--- src/rtl/ldm_stm_sequencer.sv ---
// Block-transfer sequencer for LDM/STM: walks the register list lowest index
// first, issuing one memory request per set bit, then optionally writes back
// the updated base register.
module ldm_stm_sequencer #(
    parameter int WORD_SIZE  = 32,
    parameter int NUM_REGS   = 16,
    parameter int ADDR_WIDTH = 4
) (
    input  logic                  clk,
    input  logic                  reset_n,
    input  logic                  start,
    input  logic                  is_load,
    input  logic                  up,
    input  logic                  pre,
    input  logic                  writeback,
    input  logic [NUM_REGS-1:0]   reg_list,
    input  logic [ADDR_WIDTH-1:0] base_reg,
    input  logic [WORD_SIZE-1:0]  base_addr,
    output logic                  busy,
    output logic                  done,
    output logic [ADDR_WIDTH-1:0] read_rm,
    input  logic [WORD_SIZE-1:0]  rm_data,
    output logic [ADDR_WIDTH-1:0] write_rd,
    output logic                  rd_we,
    output logic [WORD_SIZE-1:0]  rd_in,
    output logic                  mem_req,
    output logic                  mem_we,
    output logic [WORD_SIZE-1:0]  mem_addr,
    output logic [WORD_SIZE-1:0]  mem_wdata,
    input  logic                  mem_ack,
    input  logic [WORD_SIZE-1:0]  mem_rdata
);

    localparam logic [WORD_SIZE-1:0] STEP = WORD_SIZE'(4);

    typedef enum logic [1:0] {
        IDLE,
        XFER,
        WB,
        DONE
    } state_t;

    state_t state_q, state_d;

    // Command context captured at start. up/pre are folded into the start
    // address and the writeback value, so they need no register of their own.
    logic                  is_load_q;
    logic                  wb_en_q;
    logic [ADDR_WIDTH-1:0] base_reg_q;
    logic [NUM_REGS-1:0]   list_q;
    logic [WORD_SIZE-1:0]  addr_q;
    logic [WORD_SIZE-1:0]  wb_val_q;

    logic [WORD_SIZE-1:0]  n_regs;
    logic [WORD_SIZE-1:0]  four_n;
    logic [WORD_SIZE-1:0]  start_addr;
    logic [WORD_SIZE-1:0]  wb_val;
    logic                  wb_en;
    logic [ADDR_WIDTH-1:0] cur_idx;
    logic [NUM_REGS-1:0]   list_rest;

    // Popcount of the incoming list and the derived start address / final base.
    always_comb begin
        n_regs = '0;
        for (int unsigned i = 0; i < NUM_REGS; i++) begin
            n_regs = n_regs + WORD_SIZE'(reg_list[i]);
        end
        four_n = n_regs << 2;
        case ({up, pre})
            2'b10:   start_addr = base_addr;
            2'b11:   start_addr = base_addr + STEP;
            2'b00:   start_addr = base_addr - four_n + STEP;
            default: start_addr = base_addr - four_n;
        endcase
        wb_val = up ? (base_addr + four_n) : (base_addr - four_n);
        wb_en  = writeback & ~(is_load & reg_list[base_reg]);
    end

    // Current register is the lowest set bit still pending in the list.
    always_comb begin
        cur_idx = '0;
        for (int unsigned i = NUM_REGS; i > 0; i--) begin
            if (list_q[i-1]) begin
                cur_idx = ADDR_WIDTH'(i - 1);
            end
        end
        list_rest = list_q & (list_q - NUM_REGS'(1));
    end

    // State register.
    always_ff @(posedge clk or negedge reset_n) begin
        if (!reset_n) begin
            state_q <= IDLE;
        end else begin
            state_q <= state_d;
        end
    end

    // Command latch and transfer walker: clear one list bit and step the
    // address by one word on every acknowledged transfer.
    always_ff @(posedge clk or negedge reset_n) begin
        if (!reset_n) begin
            is_load_q  <= 1'b0;
            wb_en_q    <= 1'b0;
            base_reg_q <= '0;
            list_q     <= '0;
            addr_q     <= '0;
            wb_val_q   <= '0;
        end else if (state_q == IDLE && start) begin
            is_load_q  <= is_load;
            wb_en_q    <= wb_en;
            base_reg_q <= base_reg;
            list_q     <= reg_list;
            addr_q     <= start_addr;
            wb_val_q   <= wb_val;
        end else if (state_q == XFER && mem_ack) begin
            list_q <= list_rest;
            addr_q <= addr_q + STEP;
        end
    end

    // Next-state and output decode; every output is gated by state so that
    // reset forces them all low without waiting for a clock.
    always_comb begin
        state_d   = state_q;
        busy      = (state_q != IDLE);
        done      = 1'b0;
        mem_req   = 1'b0;
        mem_we    = 1'b0;
        mem_addr  = '0;
        mem_wdata = '0;
        read_rm   = '0;
        write_rd  = '0;
        rd_we     = 1'b0;
        rd_in     = '0;
        case (state_q)
            IDLE: begin
                if (start) begin
                    state_d = (reg_list == '0) ? DONE : XFER;
                end
            end
            XFER: begin
                mem_req  = 1'b1;
                mem_we   = ~is_load_q;
                mem_addr = addr_q;
                if (is_load_q) begin
                    if (mem_ack) begin
                        rd_we    = 1'b1;
                        write_rd = cur_idx;
                        rd_in    = mem_rdata;
                    end
                end else begin
                    read_rm   = cur_idx;
                    mem_wdata = rm_data;
                end
                if (mem_ack && list_rest == '0) begin
                    state_d = wb_en_q ? WB : DONE;
                end
            end
            WB: begin
                rd_we    = 1'b1;
                write_rd = base_reg_q;
                rd_in    = wb_val_q;
                state_d  = DONE;
            end
            DONE: begin
                done    = 1'b1;
                state_d = IDLE;
            end
            default: state_d = IDLE;
        endcase
    end

endmodule

--- config.mk ---
export PLATFORM = sky130hd
export DESIGN_NAME = ldm_stm_sequencer
export DESIGN_NICKNAME = d
export VERILOG_FILES = /design/src/rtl/ldm_stm_sequencer.sv
export SDC_FILE = /design/constraint.sdc
export NUM_CORES = 1
export LEC_CHECK = 0
export ABC_AREA = 1
export BUFFER_PORTS_ARGS = -buffer_cell sky130_fd_sc_hd__buf_2
export CORE_MARGIN = 2
export CORE_UTILIZATION = 51
export DETAILED_ROUTE_END_ITERATION = 12
export PLACE_DENSITY = 0.78
export SLEW_MARGIN = 20
export SYNTH_ARGS = -nofsm -noshare
export SYNTH_HDL_FRONTEND = slang
export SYNTH_SLANG_ARGS = --single-unit
--- constraint.sdc ---
create_clock -name clk -period 2.15 [get_ports clk]
set_input_delay 0.1075 -clock clk [delete_from_list [all_inputs] [get_ports clk]]
set_output_delay 0.1075 -clock clk [all_outputs]
set_load 0.005 [all_outputs]
==> impl_metrics.toml <==
[synth]
synthXorXnorAreaFrac_pct = 2.87
ys_seq_area_share_pct = 20.0
synth_mux_area_share_pct = 0
netlist_area_mm2 = 0.0110
ys_seq_elements = 88
synth_compound_area_share_pct = 16.6
postSynth.asyncResetShare_pct = 100
avgSynthCellArea_um2 = 5.85
yosys.area_share.simple_pct = 43.6
ys_top_cells_by_area = "nand2_1, dfrtp_1, nor2_1"
syn-num-nets = 2042
synth_fa_ha_area_share_pct = 5.26
syn_inst = 1879
yosysWarnings = 0
synth.distinct_cells = 57
synth-edff-count = 0
synth_top_cell_area_share_pct = 20.7
yosys.area.top_type = "nand2_1"
synth_top_family_by_area = "simple AND/OR/NAND/NOR gates"
yosys_most_used_dff = "dfrtp_1"

[critical_path]
r2r_cells = 14
critPathRequiredTime_ps = 2390
endpoint_kind = "flip-flop"
crit_type = "in2reg"
crit_path_max_incr_delay_ps = 530
arrival_ps = 5570
r2r-start = "addr_q[2]"
path_buf_inv = 6
cpMaxStageDelayCell = "fa_1"
crit_top_cell = "nand2_2"
r2r_end = "addr_q[30]"
path_max_fanout = 5
r2r_slack_ps = -580
cp-start-kind = "input pin"
cp_top_family = "adder cells"

[global_routing]
grt_pass1_vias = 14318
grt_max_degree = 68
gr-usage-all-layers_pct = 45.0
antenna_found_initial = 4
grt_overflow = 0
grt_pass1_wl_um = 77800

[placement]
dp_hpwl_um = 39000
dp_cells = 2657
gp_congestion = 1.03
numPortBuffers = 232
placed_area_mm2 = 0.0151

[sta]
setup_ws_ps = -3180
fmax_mhz = 188
max_slew_margin_pct = 50.4
worst_pin_slew_ps = 741
period_share_pct = 248
setup_viol = 64
holdWs_ps = -1.63
finClkSkew_ps = 13.3
period_needed_ps = 5330
finalHoldViolCount = 1
timing.setup.tns_ps = -163490
slew_viol_final = 0
rsz0062_at_grt = "yes"

[clock_network]
h-tree-depth = 3
cts_buffers = 9
clk_pin_slew_ps = 70
cts_tree = "yes"
cts_root_buf = "clkbuf_16"
cts.sinks = 88
insertion_delay_ps = 370
clock_path_buffers = 2

[detailed_routing]
wire_per_inst_um = 20.9
wirelength_um = 57300
vias = 16328
final_antenna_net_count = 0
drt-initial-drc-count = 2110
routed_via_density = 5.95
drc_errors = 0
drt-pass1-iter-count = 6

[layout]
final_area_mm2 = 0.0175
fin_util_pct = 83.0
finalNonFillerCells = 2743
drive_gt1_share_pct = 41.9
nets = 2625
layout_common_cells = "nand2_1, buf_4, buf_2, inv_1, nor2_1"
final_common_cell = "nand2_1"
area_growth_pct = 59.3

[die]
coreArea_mm2 = 0.0211
die-area_mm2 = 0.0227
ios = 233
rows = 53
start_util_pct = 52.1
die_w_um = 151
fp.dieH_um = 151

[pwr]
power_frac_clock_pct = 8.4
netSwitchingPower_uw = 10300
combinationalPowerShare_pct = 74.7
swShare_pct = 51.4
p_leak_uw = 0.00886
worst_ir_drop_vdd_uv = 1060
internal-power_uw = 9760
seq_power_share_pct = 16.9
pwr_density_cell_mw_per_mm2 = 1150

[status]
outcome = "complete, but fails checks"
violations = "negative hold slack, negative setup slack"

[min_path]
hp-start = "base_addr[1]"
holdPathEnd = "addr_q[1]"
min_path_cells = 3
hp-class = "in2reg"

[run]
maxCapViolations = 0
[cell usage after synthesis (22+ instances only)]
| library cell | count |
|---|---|
| dfrtp_1 | 88 |
| ha_1 | 27 |
| xor2_1 | 31 |
| inv_1 | 205 |
| nand2_1 | 605 |
| nand2_2 | 26 |
| nor2_1 | 212 |
| clkbuf_1 | 53 |
| nand3_1 | 137 |
| a21oi_1 | 132 |
| nand4_1 | 27 |
| o21ai_0 | 95 |
| nor3_1 | 25 |
| o211ai_1 | 22 |
[flip-flops by register name (all words and copies together), names as in the netlist]
register,count
is_load_q,1
addr_q,32
base_reg_q,4
wb_val_q,32
wb_en_q,1
list_q,16
state_q,2
[how the worst max path moves through the flow]
stage	start	endpoint	slack [ps]	cells after the start
2_1_floorplan	reg_list[11]	addr_q[30]	-2830	25
3_3_place_gp	reg_list[11]	addr_q[28]	-3340	31
6_report	reg_list[15]	addr_q[25]	-3180	31
3_5_place_dp	reg_list[11]	addr_q[28]	-3440	31
5_1_grt	reg_list[5]	addr_q[31]	-3260	31
4_1_cts	reg_list[1]	addr_q[29]	-2810	28
[worst min-delay path: cells and delay by family]
kind	cells	cell delay [ps]
simple gates	2	150
buf+inv	1	70
[per-layer routing]
layer  GRT usage [%]  share of wire, %  vias up  wire length [µm]
li1                -                 -     7217                 -
met4            26.4               7.6        4              4360
met5               0             0.054        -                31
met2            70.8                43     1308             24700
met1            56.2                36     7424             20300
met3            10.9                14      375              7870
[cell type report]
cell class                      count  area, µm²
Sequential cell                    88       2200
Tap cell                          275        344
Multi-Input combinational cell   1489       9090
Fill cell                        1442       3580
Clock inverter                      5       56.3
Clock buffer                       11        233
Timing Repair Buffer              657       4720
Antenna cell                        1       2.50
Inverter                          217        848
[power by group through the flow]
stage | sequential, µW | clock (µW) | combinational (µW)
floorplan | 3060 | 0 | 6610
global placement | 3220 | 0 | 10800
detailed placement | 3260 | 0 | 11100
CTS | 3230 | 1660 | 12700
global route | 3450 | 1730 | 15900
finish | 3400 | 1690 | 15000
[logic make-up (layout without fill, tap and decap cells)]
logic type / Yosys count / in the layout
AND/OR/NAND/NOR: 1094 / 1094
AO/OA/AOI/OAI: 320 / 320
buffers and inverters: 302 / 890
flip-flops: 88 / 88
adder cells (fa/ha/maj): 39 / 39
XOR/XNOR: 36 / 36
other: 0 / 1
[timing repair]
action	in CTS	in global routing
setup buffers	53	57
pin swaps	68	145
resized for setup	158	254
cloned	0	2
endpoints found under the hold margin	31	0
setup endpoints to repair	133	135
hold buffers	2	0
[per-stage QoR]
| step | setup WS [ps] | total power [µW] | hold slack (ps) |
|---|---|---|---|
| after floorplan | -2830 | 9660 | -188 |
| after global placement | -3340 | 14000 | 98.8 |
| after detailed placement | -3440 | 14400 | 105 |
| after CTS | -2810 | 17600 | 5.55 |
| after global routing | -3260 | 21100 | 21.0 |
| final | -3180 | 20100 | -1.63 |
(Power assumes the default switching activity.)
